### src/rtl/regfile_dumper.sv
// regfile_dumper: walks the integer register file in pairs, either clearing
// x1..x31 to CLEAR_VALUE or streaming all 32 registers out over a
// valid/ready dump port. Every output is decoded from registered state only.
module regfile_dumper #(
  parameter logic [31:0] CLEAR_VALUE = 32'h0000_0000
) (
  input  logic        clk,
  input  logic        rst,
  input  logic        start,
  input  logic        clear_req,
  output logic [4:0]  rs1,
  output logic [4:0]  rs2,
  input  logic [31:0] op_a,
  input  logic [31:0] op_b,
  output logic        enable,
  output logic [4:0]  rd,
  output logic [31:0] data,
  output logic        dump_valid,
  input  logic        dump_ready,
  output logic [4:0]  dump_idx,
  output logic [31:0] dump_data,
  output logic        busy,
  output logic        done
);

  typedef enum logic [2:0] {
    S_IDLE,
    S_CLEAR,
    S_FETCH,
    S_SEND_A,
    S_SEND_B,
    S_DONE
  } state_t;

  state_t      state_q, state_d;
  logic [3:0]  k_q, k_d;
  logic [4:0]  wcnt_q, wcnt_d;
  logic [31:0] buf_a_q, buf_a_d;
  logic [31:0] buf_b_q, buf_b_d;

  // Read addresses always point at the current pair.
  assign rs1 = {k_q, 1'b0};
  assign rs2 = {k_q, 1'b1};

  // State, counters and pair buffers; asynchronous active-low reset.
  always_ff @(posedge clk or negedge rst) begin
    if (!rst) begin
      state_q <= S_IDLE;
      k_q     <= '0;
      wcnt_q  <= '0;
      buf_a_q <= '0;
      buf_b_q <= '0;
    end else begin
      state_q <= state_d;
      k_q     <= k_d;
      wcnt_q  <= wcnt_d;
      buf_a_q <= buf_a_d;
      buf_b_q <= buf_b_d;
    end
  end

  // Next-state logic and output decode from registered state.
  always_comb begin
    state_d    = state_q;
    k_d        = k_q;
    wcnt_d     = wcnt_q;
    buf_a_d    = buf_a_q;
    buf_b_d    = buf_b_q;
    enable     = 1'b0;
    rd         = '0;
    data       = '0;
    dump_valid = 1'b0;
    dump_idx   = '0;
    dump_data  = '0;
    busy       = 1'b1;
    done       = 1'b0;

    case (state_q)
      S_IDLE: begin
        busy = 1'b0;
        if (start) begin
          if (clear_req) begin
            state_d = S_CLEAR;
            wcnt_d  = 5'd1;
          end else begin
            state_d = S_FETCH;
            k_d     = '0;
          end
        end
      end
      S_CLEAR: begin
        enable = 1'b1;
        rd     = wcnt_q;
        data   = CLEAR_VALUE;
        if (wcnt_q == 5'd31) begin
          state_d = S_DONE;
          wcnt_d  = '0;
        end else begin
          wcnt_d = wcnt_q + 5'd1;
        end
      end
      S_FETCH: begin
        buf_a_d = op_a;
        buf_b_d = op_b;
        state_d = S_SEND_A;
      end
      S_SEND_A: begin
        dump_valid = 1'b1;
        dump_idx   = {k_q, 1'b0};
        dump_data  = buf_a_q;
        if (dump_ready) state_d = S_SEND_B;
      end
      S_SEND_B: begin
        dump_valid = 1'b1;
        dump_idx   = {k_q, 1'b1};
        dump_data  = buf_b_q;
        if (dump_ready) begin
          // k wraps to 0 after the last pair, so rs1/rs2 return to 0/1.
          k_d     = k_q + 4'd1;
          state_d = (k_q == 4'd15) ? S_DONE : S_FETCH;
        end
      end
      S_DONE: begin
        done    = 1'b1;
        state_d = S_IDLE;
      end
      default: state_d = S_IDLE;
    endcase
  end

endmodule

### config.mk
export PLATFORM = sky130hd
export DESIGN_NAME = regfile_dumper
export DESIGN_NICKNAME = d
export VERILOG_FILES = /design/src/rtl/regfile_dumper.sv
export SDC_FILE = /design/constraint.sdc
export NUM_CORES = 1
export LEC_CHECK = 0
export CORE_ASPECT_RATIO = 2
export CORE_MARGIN = 1.5
export CORE_UTILIZATION = 47
export DETAILED_ROUTE_END_ITERATION = 7
export PLACE_DENSITY = 0.95
export SLEW_MARGIN = 20
export SYNTH_ARGS = -nofsm -noshare
export SYNTH_HDL_FRONTEND = slang
export SYNTH_SLANG_ARGS = --single-unit
### constraint.sdc
create_clock -name clk -period 4.2 [get_ports clk]
set_input_delay 1.26 -clock clk [delete_from_list [all_inputs] [get_ports clk]]
set_output_delay 1.26 -clock clk [all_outputs]
set_load 0.01 [all_outputs]
==> summary.json <==
{
  "routing": {
    "residual_drc": 0,
    "detailroute.via_count": 2866,
    "ant_nets": 0,
    "avgViaCountPerCell": 5.47,
    "wl_microns": 8960,
    "avgRoutedWirePerCell_microns": 17.1,
    "drt-pass1-iter-count": 4,
    "first_iter_violations": 195
  },
  "placed_design": {
    "gpl.final_weighted_congestion": 0.899,
    "dpl_cell_area_sq_um": 4940,
    "port_buffers": 122,
    "hpwlAfterDp_microns": 6550
  },
  "clock_network": {
    "cts.hold.buffers_added": 0,
    "h_tree_level_count": 3,
    "cts_root_buf": "sky130_fd_sc_hd__clkbuf_16",
    "post_cts.resized_instances": 0,
    "cts_tree": "yes",
    "cts_inserted_buffers": 9,
    "cts_setup_buffers": 0,
    "cts_clk_pin_slew_worst_paths_ns": 0.06,
    "clk-insertion-delay-late_ns": 0.32,
    "clock_path_buffers": 2,
    "clock_sink_count": 76
  },
  "grt": {
    "use_met2_pct": 39.9,
    "globalRouteOverflowTotal": 0,
    "grt_busiest_layer": "met2",
    "grt.total_usage_pct": 21.7,
    "grt_pass1_vias": 2928,
    "grt_pass1_wl_microns": 14000,
    "initial_antenna_violation_count": 0,
    "met3_usage_pct": 4.45,
    "gr_met1_demand_resource_pct": 21.9,
    "grt_start_max_net_pins": 77
  },
  "floorplan": {
    "dieArea_sq_um": 8740,
    "initial_utilization_pct": 48.3,
    "chipWidth_microns": 66.9,
    "ioPinCount": 157,
    "die-height_microns": 131,
    "core_region_area_sq_um": 7940,
    "floorplan.rows": 46
  },
  "layout": {
    "final_net_count": 496,
    "layout-drive-gt1-share_pct": 16.6,
    "antennaDiodeCount": 0,
    "flow.area_growth_from_synthesis_pct": 37.4,
    "fill_cells": 592,
    "design_area_sq_um": 5270
  },
  "timing": {
    "min_period_over_period_pct": 92.2,
    "setup_clock_skew_after_layout_ns": 0.00554,
    "timing.setup.tns_ns": 0,
    "timing_worst_slew_pin_value_ns": 0.932,
    "final_period_minus_worst_setup_slack_ns": 3.87,
    "finalHoldViolations": 0,
    "timing.fmax_ghz": 0.258,
    "finalMaxSlewViolations": 0,
    "setup_violations": 0,
    "rsz0062_at_grt": "false",
    "relSlewSlack_pct": 37.9
  },
  "power": {
    "share_seq_of_total_power_pct": 43.9,
    "ir_worst_vdd_mv": 0.392,
    "p_sw_uw": 756,
    "intPower_uw": 2010,
    "comb_power_share_pct": 26.5,
    "switching_share_pct": 27.3,
    "power.share.clock_pct": 29.5,
    "power_density_nw_per_um2": 526,
    "power_leakage_uw": 0.00232
  },
  "synthesis": {
    "post_synth_inst_count": 308,
    "synth.cell_area_sq_um": 3830,
    "mean_instance_size_in_the_synthesized_netlist_sq_um": 12.5,
    "ys_dominant_reg_cell": "sky130_fd_sc_hd__dfrtp_1",
    "post_synth_num_cell_types": 40,
    "synth_edf_count": 0,
    "yosys_warnings": 0,
    "yosys_register_bits": 76,
    "yosysSeqAreaShare_pct": 49.6,
    "asyncSetResetFlopFracSynth_pct": 100
  },
  "setup_path": {
    "critical_path_buf_inv_count": 3,
    "endpoint_kind": "output port",
    "critPathMaxFanout": 25,
    "cp_slowest_stage_delay_ns": 0.68,
    "cp_top_family": "buffers and inverters",
    "timing_worst_setup_path_type": "reg2out",
    "start_kind": "flop",
    "arrival_ns": 2.61,
    "required_ns": 2.94,
    "crit_chain": "inv_1, nor2_2, buf_4, or2_2, and2_1, clkdlybuf4s50_1",
    "critical_path.slowest_cell": "sky130_fd_sc_hd__dfrtp_1"
  },
  "outcome": {
    "status": "finished clean"
  },
  "job": {
    "maxCapViolCount": 0
  },
  "min_path": {
    "worst_min_delay_path_category": "reg2reg"
  }
}
[cells by family after synthesis]
family                     synth area share (%)
DFF                                        49.6
muxes                                      19.3
AOI/OAI and AO/OA                          12.2
buffers and inverters                      11.3
and+or+nand+nor                            6.46
adders and majority gates                 0.979
other                                     0.196
[synthesized netlist by cell type (all sizes together), types with 2 or more instances]
cell type / n / share of area, %
o21a: 2 / 0.39
nand2: 8 / 0.78
and3: 2 / 0.33
conb: 2 / 0.20
and2: 10 / 1.6
o21ai: 5 / 0.65
ha: 3 / 0.98
nand3: 4 / 0.52
a21oi: 7 / 0.91
dfrtp: 76 / 50
or2: 3 / 0.49
nor2: 4 / 0.46
buf: 52 / 11
mux2: 65 / 19
nor3: 5 / 1.1
clkbuf: 3 / 0.29
a31oi: 4 / 0.65
inv: 4 / 0.46
a22o: 35 / 8.0
[registers in the layout, summed over array words and instances (netlist names)]
register,flops
buf_a_q,32
wcnt_q,5
state_q,3
buf_b_q,32
k_q,4
[area by class of cell]
cell class / instances / area, sq um / share of cell area (%)
Inverter: 4 / 17.5 / 0.332
Clock inverter: 4 / 72.6 / 1.38
Multi-Input combinational cell: 205 / 1630 / 30.9
Sequential cell: 76 / 1900 / 36.1
Timing Repair Buffer: 128 / 1280 / 24.2
Clock buffer: 11 / 253 / 4.80
Tap cell: 96 / 120 / 2.28
[per-stage QoR]
step | total power, uW | cells | setup WS [ns] | util (%) | hold slack, ns
floorplan | 1660 | 340 | 1.50 | - | 0.458
global placement | 1900 | 509 | 0.805 | 62.2 | 0.469
detailed placement | 1970 | 509 | 0.685 | 62.2 | 0.477
CTS | 2800 | 524 | 0.320 | 66.3 | 0.489
global route | 2940 | 524 | 0.194 | 66.3 | 0.496
finish | 2770 | 524 | 0.327 | 66.3 | 0.482
[routing by layer]
layer  vias to the layer above  wire length, microns
met1                      1437                  3040
met4                         0                   309
li1                       1272                     -
met5                         -                     0
met2                       137                  5120
met3                        20                   489
[power groups by stage]
stage          combinational, uW  sequential (uW)  clock (uW)
2_1_floorplan                513             1150           0
3_3_place_gp                 703             1200           0
3_5_place_dp                 742             1230           0
4_1_cts                      746             1220         840
5_1_grt                      815             1260         867
6_report                     735             1220         818
[cells in the final DEF (no fill, tap or decap), types with 3 or more instances in the layout]
cell,count
sky130_fd_sc_hd__clkdlybuf4s50_1,121
sky130_fd_sc_hd__dfrtp_1,76
sky130_fd_sc_hd__mux2_2,40
sky130_fd_sc_hd__a22o_1,35
sky130_fd_sc_hd__conb_1,34
sky130_fd_sc_hd__mux2_1,25
sky130_fd_sc_hd__and2_1,10
sky130_fd_sc_hd__clkbuf_16,9
sky130_fd_sc_hd__nand2_1,8
sky130_fd_sc_hd__a21oi_1,7
sky130_fd_sc_hd__buf_4,6
sky130_fd_sc_hd__o21ai_0,5
sky130_fd_sc_hd__nand3_1,4
sky130_fd_sc_hd__a31oi_1,4
sky130_fd_sc_hd__inv_1,3
sky130_fd_sc_hd__or2_2,3
sky130_fd_sc_hd__nor2_1,3
sky130_fd_sc_hd__nor3_1,3
sky130_fd_sc_hd__ha_1,3
[worst paths after layout]
check / startpoint / endpoint / slack (ns) / depth (start not counted)
worst max-delay path: state_q[2]$_DFFE_PN0P_ / dump_idx[2] / 0.33 / 6
worst min register to register: buf_b_q[19]$_DFFE_PN0N_ / buf_b_q[19]$_DFFE_PN0N_ / 0.48 / 1
worst max register to register: state_q[1]$_DFFE_PN0P_ / buf_a_q[31]$_DFFE_PN0N_ / 1.92 / 4
worst min-delay path: buf_b_q[19]$_DFFE_PN0N_ / buf_b_q[19]$_DFFE_PN0N_ / 0.48 / 1
min in group asynchronous: rst / buf_a_q[15]$_DFFE_PN0N_ / 1.06 / 1
max in group asynchronous: rst / buf_b_q[20]$_DFFE_PN0N_ / 2.51 / 1
Power figures use the tool's default switching activity.
